===== config.mk =====
export PLATFORM = sky130hd
export DESIGN_NAME = instruction_fetch
export DESIGN_NICKNAME = d
export VERILOG_FILES = /design/src/rtl/instruction_fetch.sv
export SDC_FILE = /design/constraint.sdc
export NUM_CORES = 2
export LEC_CHECK = 0
export BUFFER_PORTS_ARGS = -buffer_cell sky130_fd_sc_hd__buf_4
export CAP_MARGIN = 20
export CORE_MARGIN = 2
export CORE_UTILIZATION = 40
export CTS_BUF_LIST = sky130_fd_sc_hd__clkbuf_8
export CTS_CLUSTER_SIZE = 30
export DETAILED_ROUTE_END_ITERATION = 10
export PLACE_DENSITY_LB_ADDON = 0.25
export SKIP_CTS_REPAIR_TIMING = 1
export SYNTH_ARGS = -nofsm -noshare
export SYNTH_HDL_FRONTEND = slang
export SYNTH_SLANG_ARGS = --single-unit
export TNS_END_PERCENT = 5

===== constraint.sdc =====
create_clock -name clk -period 4.2 [get_ports clk]
set_input_delay 0.42 -clock clk [delete_from_list [all_inputs] [get_ports clk]]
set_output_delay 0.42 -clock clk [all_outputs]
set_load 0.02 [all_outputs]

===== src/rtl/instruction_fetch.sv =====
// -----------------------------------------------------------------------------
// instruction_fetch
//
// Purpose:
//   Fetch stage with a 64 x 32-bit instruction memory and a three-state
//   IDLE / RUN / HALT controller. The memory is loaded through the prog_*
//   port while IDLE. It is read combinationally at word index pc_out[7:2], so
//   fetch addresses wrap every 256 bytes while pc_out keeps its full 64 bits.
//
// Configuration:
//   FETCH_ALIGN_CHECK_EN - when defined, a taken branch to a target that is
//     not word aligned sets the sticky misalign_err flag, keeps the PC and
//     halts. When undefined, the low two target bits are cleared,
//     misalign_err is tied low and the branch proceeds.
//
// Ports:
//   clk            in   rising-edge clock for all state
//   reset          in   asynchronous active-high reset (memory is retained)
//   start          in   level: IDLE->RUN, HALT->IDLE (ignored in RUN)
//   stall          in   hold PC and state for this cycle (beats branch/halt)
//   branch_taken   in   select branch_target as next PC
//   branch_target  in   [63:0] byte address of next instruction
//   prog_we        in   memory write enable, honoured only in IDLE
//   prog_addr      in   [5:0] word index for writes
//   prog_data      in   [31:0] word to write
//   pc_out         out  [63:0] current PC
//   instruction    out  [31:0] word at current PC
//   opcode         out  [6:0] instruction[6:0] when instr_valid, else 0
//   instr_valid    out  high only in RUN
//   halted         out  high only in HALT
//   misalign_err   out  sticky misaligned-branch flag
//   state_dbg      out  [1:0] raw FSM state (0=IDLE, 1=RUN, 2=HALT)
//
// Handshake: there is no valid/ready pairing here. instr_valid qualifies
// instruction/opcode in the same cycle, and stall is a plain hold request
// that the consumer may raise in any cycle without a response.
// -----------------------------------------------------------------------------
module instruction_fetch (
  input  logic        clk,
  input  logic        reset,
  input  logic        start,
  input  logic        stall,
  input  logic        branch_taken,
  input  logic [63:0] branch_target,
  input  logic        prog_we,
  input  logic [5:0]  prog_addr,
  input  logic [31:0] prog_data,
  output logic [63:0] pc_out,
  output logic [31:0] instruction,
  output logic [6:0]  opcode,
  output logic        instr_valid,
  output logic        halted,
  output logic        misalign_err,
  output logic [1:0]  state_dbg
);

  typedef enum logic [1:0] {
    ST_IDLE = 2'd0,
    ST_RUN  = 2'd1,
    ST_HALT = 2'd2
  } state_t;

  localparam logic [31:0] HALT_WORD = 32'h0000_0073;

  state_t      state;
  logic [31:0] mem [64];
  logic        is_halt;

  // Combinational read. Only bits [7:2] index the array, so the fetch
  // address wraps every 256 bytes while the PC itself is not truncated.
  assign instruction = mem[pc_out[7:2]];
  assign is_halt     = (instruction == HALT_WORD);
  // With no valid instruction, a zero opcode keeps every decoder control low.
  assign opcode      = instr_valid ? instruction[6:0] : 7'b000_0000;
  assign state_dbg   = state;

  // The memory has no reset, so a program survives a reset of the controller.
  always_ff @(posedge clk) begin
    if (prog_we && (state == ST_IDLE)) begin
      mem[prog_addr] <= prog_data;
    end
  end

`ifndef FETCH_ALIGN_CHECK_EN
  assign misalign_err = 1'b0;
`endif

  always_ff @(posedge clk or posedge reset) begin
    if (reset) begin
      state       <= ST_IDLE;
      pc_out      <= '0;
      instr_valid <= 1'b0;
      halted      <= 1'b0;
`ifdef FETCH_ALIGN_CHECK_EN
      misalign_err <= 1'b0;
`endif
    end else begin
      case (state)
        ST_IDLE: begin
          if (start) begin
            state       <= ST_RUN;
            instr_valid <= 1'b1;
          end
        end

        ST_RUN: begin
          // stall freezes everything: any branch this cycle is dropped and
          // the halt word is not acted on until stall falls.
          if (!stall) begin
            if (is_halt) begin
              // The halt word has been shown for this cycle. The PC stays on it.
              state       <= ST_HALT;
              instr_valid <= 1'b0;
              halted      <= 1'b1;
            end else if (branch_taken) begin
`ifdef FETCH_ALIGN_CHECK_EN
              if (branch_target[1:0] != 2'b00) begin
                misalign_err <= 1'b1;
                state        <= ST_HALT;
                instr_valid  <= 1'b0;
                halted       <= 1'b1;
              end else begin
                pc_out <= branch_target;
              end
`else
              pc_out <= branch_target & ~64'h3;
`endif
            end else begin
              pc_out <= pc_out + 64'd4;
            end
          end
        end

        ST_HALT: begin
          if (start) begin
            state  <= ST_IDLE;
            halted <= 1'b0;
            pc_out <= '0;
          end
        end

        default: begin
          state       <= ST_IDLE;
          instr_valid <= 1'b0;
          halted      <= 1'b0;
        end
      endcase
    end
  end

endmodule


==> run_summary.xml <==
<?xml version="1.0" encoding="UTF-8"?>
<metrics>
  <group name="outcome">
    <metric name="run_status" unit="">finished with violations</metric>
    <metric name="failed_checks" unit="">setup timing</metric>
  </group>
  <group name="yosys">
    <metric name="synth-adder-area-share" unit="">0.0001499</metric>
    <metric name="synthTopCellsByCount" unit="">sky130_fd_sc_hd__edfxtp_1, sky130_fd_sc_hd__mux4_2, sky130_fd_sc_hd__mux2i_1</metric>
    <metric name="synth-seq-cells" unit="">2114</metric>
    <metric name="post-synth-top-area-cell" unit="">sky130_fd_sc_hd__edfxtp_1</metric>
    <metric name="synth-compound-area-share" unit="">0.04091</metric>
    <metric name="xor_xnor_fraction_of_synth_area" unit="">0</metric>
    <metric name="post_synth_mux_area_share" unit="">0.1485</metric>
    <metric name="synth-main-ff-cell" unit="">sky130_fd_sc_hd__edfxtp_1</metric>
    <metric name="netlist_area" unit="µm²">83440</metric>
    <metric name="number_of_enable_type_register_cells_in_the_synthesized_netlist" unit="">2048</metric>
    <metric name="postSynthAreaPerCell" unit="µm²">19.95</metric>
    <metric name="syn_inst" unit="">4183</metric>
    <metric name="post_synth_and_or_nand_nor_area_fraction" unit="">0.03710</metric>
    <metric name="synth.area.top_cells" unit="">sky130_fd_sc_hd__edfxtp_1, sky130_fd_sc_hd__mux4_2, sky130_fd_sc_hd__mux2i_1</metric>
    <metric name="yosys.cell_count.top_type" unit="">sky130_fd_sc_hd__edfxtp_1</metric>
    <metric name="netlist.area_leader.share" unit="">0.7370</metric>
    <metric name="synthArstFlopShare" unit="">0.03122</metric>
    <metric name="synth-warning-count" unit="">0</metric>
    <metric name="synth-seq-area-share" unit="">0.7568</metric>
    <metric name="post_synth_num_cell_types" unit="">76</metric>
    <metric name="synth_top_family_by_area" unit="">multiplexers</metric>
  </group>
  <group name="sta">
    <metric name="timing.final.crit_period" unit="ns">4.471</metric>
    <metric name="finalWorstSetupSlack" unit="ns">-0.2715</metric>
    <metric name="setup_viol" unit="">98</metric>
    <metric name="drv_slew" unit="">0</metric>
    <metric name="worst_slew_pin_slew" unit="ns">0.9826</metric>
    <metric name="finalHoldViolCount" unit="">0</metric>
    <metric name="finalHoldWorstSlack" unit="ns">0.0000009437</metric>
    <metric name="rsz0062_at_grt" unit="">true</metric>
    <metric name="min_period_over_period" unit="">1.065</metric>
    <metric name="timing.fmax" unit="MHz">223.6</metric>
    <metric name="maxSlewHeadroom" unit="">0.3434</metric>
    <metric name="finClkSkew" unit="ns">0.06025</metric>
  </group>
  <group name="drt">
    <metric name="dr.first_iter.drc_count" unit="">6715</metric>
    <metric name="number_of_iterations_in_the_first_detailed_routing_pass" unit="">6</metric>
    <metric name="routedWlPerCell" unit="µm">32.85</metric>
    <metric name="route.vias.total" unit="">48790</metric>
    <metric name="route.detailed.vias_per_inst" unit="">5.941</metric>
    <metric name="drt.antenna.violating_nets" unit="">0</metric>
    <metric name="finalWirelength" unit="µm">269800</metric>
    <metric name="drc_errors" unit="">0</metric>
  </group>
  <group name="grt">
    <metric name="first_global_vias" unit="">46240</metric>
    <metric name="global_route.usage.total" unit="">0.2455</metric>
    <metric name="first_pass_grt_wire_length" unit="µm">364000</metric>
    <metric name="grt_antenna_before_repair" unit="">14</metric>
    <metric name="largest_net_degree_at_the_start_of_global_routing" unit="">73</metric>
    <metric name="global_route.overflow_total" unit="">0</metric>
  </group>
  <group name="critical_path">
    <metric name="crit_path_start_kind" unit="">flip-flop</metric>
    <metric name="reg2regPathDepth" unit="">17</metric>
    <metric name="criticalPathCategory" unit="">reg -&gt; reg</metric>
    <metric name="timing.critical_path.from" unit="">pc_out[2]</metric>
    <metric name="crit-reg2reg-capture" unit="">pc_out[31]</metric>
    <metric name="timing.rr.start" unit="">pc_out[2]</metric>
    <metric name="critical_path.max_fanout" unit="">9</metric>
    <metric name="critical_path.endpoint" unit="">pc_out[31]</metric>
    <metric name="worst-endpoint-arrival" unit="ns">5.37</metric>
    <metric name="slack_of_the_worst_reg_to_reg_path" unit="ns">-0.27</metric>
    <metric name="worst_ep_required_time" unit="ns">5.09</metric>
    <metric name="end_kind" unit="">flip-flop</metric>
  </group>
  <group name="placed_design">
    <metric name="placed_cell_area" unit="µm²">92330</metric>
    <metric name="place.gp.congestion" unit="">0.8615</metric>
    <metric name="detail_placement_hpwl" unit="µm">160300</metric>
    <metric name="io_buffers" unit="">210</metric>
    <metric name="numPlacedInstances" unit="">7394</metric>
    <metric name="placement.setup.worst_slack" unit="ns">-0.7415</metric>
  </group>
  <group name="clocking">
    <metric name="cts_made_buffers" unit="">359</metric>
    <metric name="clock_latency" unit="ns">1.06</metric>
    <metric name="clk_path_buf_depth" unit="">4</metric>
    <metric name="htreeDepth" unit="">5</metric>
    <metric name="cell_at_the_root_of_the_clock_tree" unit="">sky130_fd_sc_hd__clkbuf_8</metric>
    <metric name="clk_pin_slew_worst_paths" unit="ns">0.06</metric>
    <metric name="cts.sink_count" unit="">2114</metric>
    <metric name="tritoncts_clock_tree" unit="">built</metric>
  </group>
  <group name="pwr">
    <metric name="report.power.total" unit="W">0.05297</metric>
    <metric name="power_frac_seq" unit="">0.443</metric>
    <metric name="power.density_cell_area" unit="nW/µm²">519.6</metric>
    <metric name="switchingPower" unit="W">0.01555</metric>
    <metric name="clockPowerShare" unit="">0.309</metric>
    <metric name="cell_leakage_power" unit="nW">33.87</metric>
    <metric name="switching_share" unit="">0.2937</metric>
    <metric name="peakVddDrop" unit="µV">385.8</metric>
    <metric name="combPwrFrac" unit="">0.248</metric>
    <metric name="internal_power" unit="W">0.03741</metric>
  </group>
  <group name="min_path">
    <metric name="type_of_the_worst_min_delay_path" unit="">in -&gt; reg</metric>
  </group>
  <group name="job">
    <metric name="max_cap_violations" unit="">0</metric>
  </group>
  <group name="floorplanning">
    <metric name="die-height" unit="µm">460.7</metric>
    <metric name="core_area" unit="µm²">207300</metric>
    <metric name="top_level_ports" unit="">216</metric>
    <metric name="placementRows" unit="">167</metric>
    <metric name="die-area" unit="µm²">212300</metric>
    <metric name="initial_utilization" unit="">0.4026</metric>
    <metric name="die-width" unit="µm">460.7</metric>
  </group>
  <group name="final_layout">
    <metric name="finished_layout_cells" unit="">8213</metric>
    <metric name="design.final.nets" unit="">5273</metric>
    <metric name="final_layout_size_suffix_gt1_frac" unit="">0.3410</metric>
    <metric name="area_growth" unit="%">22.15</metric>
    <metric name="final_cell_area" unit="µm²">101900</metric>
  </group>
</metrics>
## cells in the final DEF (no fill, tap or decap), types with 76 or more instances in the layout
cell and instances:
sky130_fd_sc_hd__a21oi_1 103, sky130_fd_sc_hd__clkinv_1 80, sky130_fd_sc_hd__a22oi_1 76, sky130_fd_sc_hd__buf_12 91
sky130_fd_sc_hd__inv_1 144, sky130_fd_sc_hd__buf_4 596, sky130_fd_sc_hd__nand2_1 133, sky130_fd_sc_hd__dlygate4sd3_1 96
sky130_fd_sc_hd__edfxtp_1 2048, sky130_fd_sc_hd__mux4_2 433, sky130_fd_sc_hd__mux2i_1 225, sky130_fd_sc_hd__clkbuf_8 368
sky130_fd_sc_hd__nor3_1 99
## per-stage QoR
stage / setup TNS (ns) / utilization
6_report: -18.04 / 0.4917
5_1_grt: -27.73 / 0.4917
4_1_cts: -70.56 / 0.4750
3_5_place_dp: -45.78 / 0.4455
3_3_place_gp: -46.93 / 0.4454
2_1_floorplan: -0.001580 / -
## worst min path at each step
| stage | from | endpoint | cells after the start |
|---|---|---|---|
| 2_1_floorplan | start | state_dbg[1] | 1 |
| 3_3_place_gp | halted | halted | 2 |
| 3_5_place_dp | halted | halted | 2 |
| 4_1_cts | reset | pc_out[2] | 2 |
| 5_1_grt | prog_data[25] | mem[62][25] | 1 |
| 6_report | prog_data[25] | mem[37][25] | 1 |
## sequential cells by signal (all words and copies together), names as in the netlist
name / cells
state_dbg: 2
halted: 1
mem: 2048
instr_valid: 1
pc_out: 62
## layout make-up
type,count,area [µm²]
fill,17130,105400
sequential,2114,63170
multi-input combinational,1797,20200
timing repair buffer,872,8827
clock buffer,368,5065
tap,2788,3488
clock inverter,245,1069
inverter,20,82.58
antenna,9,22.52
## metal layers
layer / up-vias / track usage / wire length (µm)
met5: - / 0 / 27
met4: 4 / 0.07006 / 7946
met3: 485 / 0.04572 / 27260
met2: 2861 / 0.3883 / 126900
met1: 25920 / 0.3484 / 107700
li1: 19520 / - / -
## power groups by stage
stage          Combinational (W)  Clock (W)  Sequential (W)
2_1_floorplan            0.00577          0          0.0239
3_3_place_gp              0.0115          0          0.0239
4_1_cts                   0.0115     0.0166          0.0235
6_report                  0.0131     0.0164          0.0235
3_5_place_dp              0.0115          0          0.0239
5_1_grt                   0.0136     0.0175          0.0235
## cells by family after synthesis
group           after synthesis
flops                      2114
mux                         693
other cells                   1
compound gates              477
buf+inv                     274
simple gates                623
fa+ha+maj                     1
## worst max-delay path: stages (launching register included)
cell and delay, ns:
sky130_fd_sc_hd__dfrtp_4 0.42, sky130_fd_sc_hd__buf_12 0.15, sky130_fd_sc_hd__buf_12 0.14, sky130_fd_sc_hd__buf_12 0.15
sky130_fd_sc_hd__buf_12 0.16, sky130_fd_sc_hd__buf_12 0.15, sky130_fd_sc_hd__mux4_2 0.51, sky130_fd_sc_hd__a22oi_2 0.20
sky130_fd_sc_hd__a21oi_2 0.10, sky130_fd_sc_hd__or4_4 0.57, sky130_fd_sc_hd__nor4_4 0.30, sky130_fd_sc_hd__nand3_2 0.23
sky130_fd_sc_hd__nor4_4 0.41, sky130_fd_sc_hd__buf_12 0.19, sky130_fd_sc_hd__buf_12 0.13, sky130_fd_sc_hd__clkbuf_16 0.15
sky130_fd_sc_hd__nor3_1 0.05, sky130_fd_sc_hd__a311o_1 0.28
(Power assumes the default switching activity.)
